<file path="src/rtl/posit_pkg.sv">
// rtl/posit_pkg.sv - shared posit<32,3> constants, pipeline FSM states and scale helper
package posit_pkg;

  localparam int ES      = 3;
  localparam int N       = 32;
  localparam int K_MAX   = 30;
  localparam int K_MIN   = -31;
  localparam int SCALE_W = 10;

  typedef enum logic [2:0] {
    ST_IDLE,
    ST_ACK,
    ST_MULT,
    ST_NORM,
    ST_DONE
  } posit_state_e;

  // 8*k + exp: exp is always below 8, so the scale is just k sign-extended with exp appended.
  function automatic logic signed [SCALE_W-1:0] posit_scale(input logic [5:0] k,
                                                            input logic [ES-1:0] e);
    return {{(SCALE_W-ES-6){k[5]}}, k, e};
  endfunction

endpackage

</file>
<file path="src/rtl/posit_mant_mul.sv">
// rtl/posit_mant_mul.sv - iterative shift-add unsigned multiplier, one partial product per cycle
module posit_mant_mul #(
  parameter int W = 32
) (
  input  logic           clk,
  input  logic           rst,
  input  logic           start,
  input  logic [W-1:0]   a,
  input  logic [W-1:0]   b,
  output logic [2*W-1:0] product,
  output logic           busy,
  output logic           valid
);

  localparam int CNT_W = $clog2(W);

  logic [2*W-1:0] mcand;
  logic [2*W-1:0] acc;
  logic [W-1:0]   mplier;
  logic [CNT_W-1:0] cnt;

  assign product = acc;

  always_ff @(posedge clk or posedge rst) begin
    if (rst) begin
      mcand  <= '0;
      acc    <= '0;
      mplier <= '0;
      cnt    <= '0;
      busy   <= 1'b0;
      valid  <= 1'b0;
    end else if (start) begin
      mcand  <= {{W{1'b0}}, a};
      acc    <= '0;
      mplier <= b;
      cnt    <= '0;
      busy   <= 1'b1;
      valid  <= 1'b0;
    end else if (busy) begin
      if (mplier[0]) begin
        acc <= acc + mcand;
      end
      mcand  <= mcand << 1;
      mplier <= mplier >> 1;
      cnt    <= cnt + CNT_W'(1);
      if (cnt == CNT_W'(W-1)) begin
        busy  <= 1'b0;
        valid <= 1'b1;
      end
    end
  end

endmodule

</file>
<file path="src/rtl/posit_field_multiplier.sv">
// rtl/posit_field_multiplier.sv - multi-cycle posit<32,3> decoded-field multiply with normalise/saturate
module posit_field_multiplier #(
  parameter int ES     = 3,
  parameter int MANT_W = 32,
  parameter int K_W    = 6
) (
  input  logic              clk,
  input  logic              rst,
  input  logic              a_sign,
  input  logic [K_W-1:0]    a_k,
  input  logic [ES-1:0]     a_exp,
  input  logic [MANT_W-1:0] a_mant,
  input  logic              a_zero,
  input  logic              a_nar,
  input  logic              a_done,
  input  logic              b_sign,
  input  logic [K_W-1:0]    b_k,
  input  logic [ES-1:0]     b_exp,
  input  logic [MANT_W-1:0] b_mant,
  input  logic              b_zero,
  input  logic              b_nar,
  input  logic              b_done,
  output logic              recieved,
  input  logic              out_recieved,
  output logic              done,
  output logic              sign,
  output logic [K_W-1:0]    k,
  output logic [ES-1:0]     exp_value,
  output logic [MANT_W-1:0] mantissa,
  output logic              ZERO,
  output logic              NAR,
  output logic              sticky,
  output logic              sat
);

  import posit_pkg::*;

  localparam int CNT_W = $clog2(MANT_W);
  localparam int P_W   = 2 * MANT_W;
  localparam logic signed [SCALE_W-1:0] KMAX_S = SCALE_W'(K_MAX);
  localparam logic signed [SCALE_W-1:0] KMIN_S = SCALE_W'(K_MIN);

  posit_state_e state;

  logic              la_sign, lb_sign;
  logic [K_W-1:0]    la_k, lb_k;
  logic [ES-1:0]     la_exp, lb_exp;
  logic [MANT_W-1:0] la_mant, lb_mant;
  logic              la_zero, lb_zero;
  logic              la_nar, lb_nar;
  logic [CNT_W-1:0]  cnt;

  logic              is_nar, is_zero;
  logic              mul_start, mul_busy, mul_valid;
  logic [P_W-1:0]    prod;

  logic signed [SCALE_W-1:0] rs, rs_n, rs_sh;
  logic              prod_hi;
  logic [MANT_W-1:0] norm_mant;
  logic              norm_sticky;
  logic              sat_hi, sat_lo;

  assign is_nar    = la_nar | lb_nar;
  assign is_zero   = la_zero | lb_zero;
  assign mul_start = (state == ST_ACK) && !is_nar && !is_zero;

  posit_mant_mul #(.W(MANT_W)) u_mant_mul (
    .clk     (clk),
    .rst     (rst),
    .start   (mul_start),
    .a       (la_mant),
    .b       (lb_mant),
    .product (prod),
    .busy    (mul_busy),
    .valid   (mul_valid)
  );

  // A product of two Q1.31 values lies in [1,4): a set top bit means one extra binade.
  always_comb begin
    prod_hi     = prod[P_W-1];
    rs          = posit_scale(la_k, la_exp) + posit_scale(lb_k, lb_exp);
    rs_n        = rs + (prod_hi ? SCALE_W'(1) : SCALE_W'(0));
    rs_sh       = rs_n >>> ES;
    norm_mant   = prod_hi ? prod[P_W-1 -: MANT_W] : prod[P_W-2 -: MANT_W];
    norm_sticky = prod_hi ? |prod[MANT_W-1:0] : |prod[MANT_W-2:0];
    sat_hi      = rs_sh > KMAX_S;
    sat_lo      = rs_sh < KMIN_S;
  end

  always_ff @(posedge clk or posedge rst) begin
    if (rst) begin
      state     <= ST_IDLE;
      recieved  <= 1'b0;
      done      <= 1'b0;
      sign      <= 1'b0;
      k         <= '0;
      exp_value <= '0;
      mantissa  <= '0;
      ZERO      <= 1'b0;
      NAR       <= 1'b0;
      sticky    <= 1'b0;
      sat       <= 1'b0;
      la_sign   <= 1'b0;
      la_k      <= '0;
      la_exp    <= '0;
      la_mant   <= '0;
      la_zero   <= 1'b0;
      la_nar    <= 1'b0;
      lb_sign   <= 1'b0;
      lb_k      <= '0;
      lb_exp    <= '0;
      lb_mant   <= '0;
      lb_zero   <= 1'b0;
      lb_nar    <= 1'b0;
      cnt       <= '0;
    end else begin
      case (state)
        ST_IDLE: begin
          if (a_done && b_done) begin
            la_sign  <= a_sign;
            la_k     <= a_k;
            la_exp   <= a_exp;
            la_mant  <= a_mant;
            la_zero  <= a_zero;
            la_nar   <= a_nar;
            lb_sign  <= b_sign;
            lb_k     <= b_k;
            lb_exp   <= b_exp;
            lb_mant  <= b_mant;
            lb_zero  <= b_zero;
            lb_nar   <= b_nar;
            recieved <= 1'b1;
            state    <= ST_ACK;
          end
        end
        ST_ACK: begin
          recieved <= 1'b0;
          cnt      <= '0;
          if (is_nar || is_zero) begin
            sign      <= 1'b0;
            k         <= '0;
            exp_value <= '0;
            mantissa  <= '0;
            sticky    <= 1'b0;
            sat       <= 1'b0;
            NAR       <= is_nar;
            ZERO      <= !is_nar;
            done      <= 1'b1;
            state     <= ST_DONE;
          end else begin
            state <= ST_MULT;
          end
        end
        ST_MULT: begin
          cnt <= cnt + CNT_W'(1);
          if ((&cnt) && mul_busy) begin
            state <= ST_NORM;
          end
        end
        ST_NORM: begin
          if (mul_valid) begin
            sign   <= la_sign ^ lb_sign;
            ZERO   <= 1'b0;
            NAR    <= 1'b0;
            sticky <= norm_sticky;
            if (sat_hi || sat_lo) begin
              k         <= sat_hi ? K_W'(K_MAX) : K_W'(K_MIN);
              exp_value <= '0;
              mantissa  <= {1'b1, {(MANT_W-1){1'b0}}};
              sat       <= 1'b1;
            end else begin
              k         <= rs_sh[K_W-1:0];
              exp_value <= rs_n[ES-1:0];
              mantissa  <= norm_mant;
              sat       <= 1'b0;
            end
            done  <= 1'b1;
            state <= ST_DONE;
          end
        end
        ST_DONE: begin
          if (out_recieved) begin
            done  <= 1'b0;
            state <= ST_IDLE;
          end
        end
        default: state <= ST_IDLE;
      endcase
    end
  end

endmodule

</file>
<file path="config.mk">
export PLATFORM = sky130hd
export DESIGN_NAME = posit_field_multiplier
export DESIGN_NICKNAME = d
export VERILOG_FILES = /design/src/rtl/posit_pkg.sv /design/src/rtl/posit_mant_mul.sv /design/src/rtl/posit_field_multiplier.sv
export SDC_FILE = /design/constraint.sdc
export NUM_CORES = 1
export LEC_CHECK = 0
export CAP_MARGIN = 0
export CORE_ASPECT_RATIO = 0.75
export CORE_MARGIN = 3
export CORE_UTILIZATION = 55
export CTS_BUF_LIST = sky130_fd_sc_hd__clkbuf_4
export CTS_CLUSTER_DIAMETER = 60
export DETAILED_ROUTE_END_ITERATION = 8
export HOLD_SLACK_MARGIN = 0.06
export PLACE_DENSITY = 0.79
export SYNTH_ARGS = -nofsm -noshare
export SYNTH_HDL_FRONTEND = slang
export SYNTH_SLANG_ARGS = --single-unit
</file>
<file path="constraint.sdc">
create_clock -name clk -period 8.78 [get_ports clk]
set_clock_uncertainty 0.1 [all_clocks]
set_input_delay 0.878 -clock clk [delete_from_list [all_inputs] [get_ports clk]]
set_output_delay 0.878 -clock clk [all_outputs]
set_load 0.005 [all_outputs]
</file>
==> results.json <==
{
  "initial_utilization_pct": 56.75,
  "tritoncts": "built",
  "grt_pass1_wl_um": 66280,
  "ys_types": 76,
  "nFillCells": 2436,
  "async_flop_share_pct": 100.0,
  "first_pass_iters": 5,
  "place_congestion": 0.9578,
  "synth_enable_flop_cells": 0,
  "cts_root_buf": "clkbuf_4",
  "final_common_cell": "dfrtp_1",
  "cellPowerDensity_mw_per_mm2": 338.6,
  "drc_errors": 0,
  "syn-num-nets": 1868,
  "synth.avg_cell_area_sq_um": 9.896,
  "nets": 2009,
  "hold_violations": 0,
  "vias": 13410,
  "placed_cell_area_sq_mm": 0.01846,
  "p_sw_mw": 2.653,
  "power_mw": 6.576,
  "critPathRequiredTime_ns": 9.24,
  "ioPinCount": 141,
  "fmaxAchievable_mhz": 238.0,
  "ys.flop_type": "dfrtp_1",
  "antenna_found_initial": 1,
  "ys_seq_area_share_pct": 46.34,
  "drv_cap": 0,
  "final.setup.worst_slack_ns": 4.578,
  "period_share_pct": 47.86,
  "dp_hpwl_um": 27740,
  "setup-violations-final": 0,
  "swShare_pct": 40.35,
  "rsz0062_at_grt": "no",
  "setup_tns_ns": 0,
  "drtIter0Drc": 880,
  "pre_cts_ws_ns": 4.607,
  "holdWs_ns": 0.3760,
  "avgRoutedWirePerCell_um": 17.31,
  "grt_pass1_vias": 13290,
  "core_sq_mm": 0.02959,
  "layout-drive-gt1-share_pct": 13.35,
  "post-cts-setup-buffers": 0,
  "antenna_left": 0,
  "worstPathArrival_ns": 4.66,
  "cts-hold-fix-buffers": 0,
  "path_max_fanout": 36,
  "numCtsBuffers": 79,
  "final_area_sq_mm": 0.01942,
  "ys_ff_latch": 311,
  "grtUsageTotal_pct": 24.10,
  "synthesis.area_sq_mm": 0.01679,
  "combPwrFrac_pct": 44.6,
  "dieArea_sq_mm": 0.03269,
  "syn_inst": 1697,
  "relSlewSlack_pct": 27.41,
  "clkSinkCount": 311,
  "die_w_um": 207.8,
  "slew_viol_final": 0,
  "cts.reportedPaths.clkPinSlew_ns": 0.07,
  "status": "complete, no violations",
  "path_class": "register to register",
  "area_delta_synth_final_pct": 15.65,
  "grt_max_degree": 87,
  "ir_drop_mv": 0.1947,
  "cp-start-kind": "register",
  "rows": 54,
  "hp-class": "primary input to asynchronous set/reset pin",
  "die_h_um": 157.3,
  "mostFrequentLayoutCells": "dfrtp_1 (309), a21oi_1 (179), nand2_1 (178)",
  "overflow": 0,
  "clk_path_buf_depth": 3,
  "cts_max_level": 3,
  "period_minus_slack_ns": 4.202,
  "p_int_mw": 3.923,
  "wl_um": 39470,
  "via_per_inst": 5.880,
  "clkPwrFrac_pct": 18.5,
  "tightest_slew_ns": 1.089,
  "insertion_delay_ns": 0.70,
  "crit_path_end_kind": "register",
  "synth_warnings": 0,
  "cts-resized-gates": 0,
  "pwr-share-seq_pct": 36.8,
  "leakage_nw": 8.821,
  "io_buffers": 140
}
## critical path: stages, from the launching register on
cell and delay [ns]:
dfrtp_1 0.40, fa_1 0.47, fa_1 0.41, a21o_1 0.19, a21oi_1 0.21, o21bai_1 0.12
a21oi_2 0.23, o21ai_0 0.16, xnor2_1 0.32, a21oi_1 0.14, nand2b_1 0.21, or2_1 0.67
o31a_1 0.42
## state kept, by name, summed over array words and instances, names as in the netlist, 3 cells and up
register and cells:
u_mant_mul.cnt 5, u_mant_mul.mcand 64, lb_k 6, lb_mant 32, cnt 5, lb_exp 3, u_mant_mul.mplier 32, state 3
la_exp 3, exp_value 3, u_mant_mul.product 64, la_k 6, k 6, la_mant 32, mantissa 32
## synthesized netlist by cell type (4+ instances only)
cell	n	area, sq um
a21boi_0	5	37.54
a21oi_1	180	900.9
nand4_1	10	62.56
o211ai_1	6	45.04
o21ai_0	92	460.4
inv_1	19	71.32
o21bai_1	11	82.58
ha_1	75	938.4
a21o_1	31	232.7
xnor2_1	41	359.1
buf_2	7	35.03
nor4_1	12	75.07
clkbuf_1	71	266.5
nor3_1	20	100.1
o31ai_1	4	30.03
buf_1	11	41.29
o21ai_1	13	65.06
a221o_1	5	50.05
a211oi_1	12	90.09
nor3b_1	7	52.55
nand3_1	41	205.2
nand2_1	180	675.7
nor2_1	163	611.8
or3_1	8	50.05
and2_1	14	87.58
o21a_1	6	45.04
xor2_1	24	210.2
mux2i_1	128	1281
nand2b_1	8	50.05
a31oi_1	12	75.07
mux2_2	88	991.0
and3_1	14	87.58
nor2b_1	5	31.28
dfrtp_1	311	7782
## cell type report
class | count | area (sq um) | share of cell area [%]
well taps | 392 | 490.5 | 2.525
clock buffers | 118 | 885.9 | 4.561
diodes | 1 | 2.502 | 0.01288
multi-input cells | 1273 | 8601 | 44.28
repair buffers | 153 | 1499 | 7.718
inverters | 20 | 78.83 | 0.4058
flip-flops and latches | 311 | 7787 | 40.10
clock inverters | 13 | 77.57 | 0.3994
## metrics by stage
stage | utilization [%] | cells
2_1_floorplan | - | 1697
3_3_place_gp | 62.37 | 2149
3_5_place_dp | 62.37 | 2149
4_1_cts | 65.62 | 2280
5_1_grt | 65.63 | 2281
6_report | 65.63 | 2281
## layer usage
layer	track usage (%)	wire, um	up-vias
met5	0	0	-
met4	7.571	901	0
met3	5.320	2482	75
met2	38.18	17960	390
met1	33.52	18130	6572
li1	-	-	6375
## worst paths after layout
kind | from | to | slack, ns | depth (start not counted)
max | la_exp[0] | mantissa[31] | 4.58 | 12
min | rst | u_mant_mul.mplier[2] | 0.38 | 2
max reg2reg | la_exp[0] | mantissa[31] | 4.58 | 12
min reg2reg | la_mant[0] | u_mant_mul.mcand[0] | 0.38 | 2
max in group asynchronous | rst | u_mant_mul.busy | 6.31 | 4
min in group clk | la_mant[0] | u_mant_mul.mcand[0] | 0.38 | 2
## power by group through the flow
stage | combinational (mW) | sequential [mW] | clock, mW
floorplan | 2.39 | 2.24 | 0
global route | 3.27 | 2.50 | 1.33
detailed placement | 2.89 | 2.44 | 0
global placement | 2.79 | 2.42 | 0
finish | 2.94 | 2.42 | 1.22
CTS | 2.91 | 2.42 | 1.25
## cells by family (layout without fill, tap and decap cells)
kind of cell	Yosys count	in the layout	synth area share [%]
adder cells (fa/ha/maj)	78	78	5.945
other	0	1	0
AO/OA/AOI/OAI	421	421	15.18
buffers and inverters	113	304	2.660
multiplexers	216	216	13.53
AND/OR/NAND/NOR	493	493	12.96
flip-flops	311	311	46.34
XOR/XNOR	65	65	3.390
(Power assumes the default switching activity.)
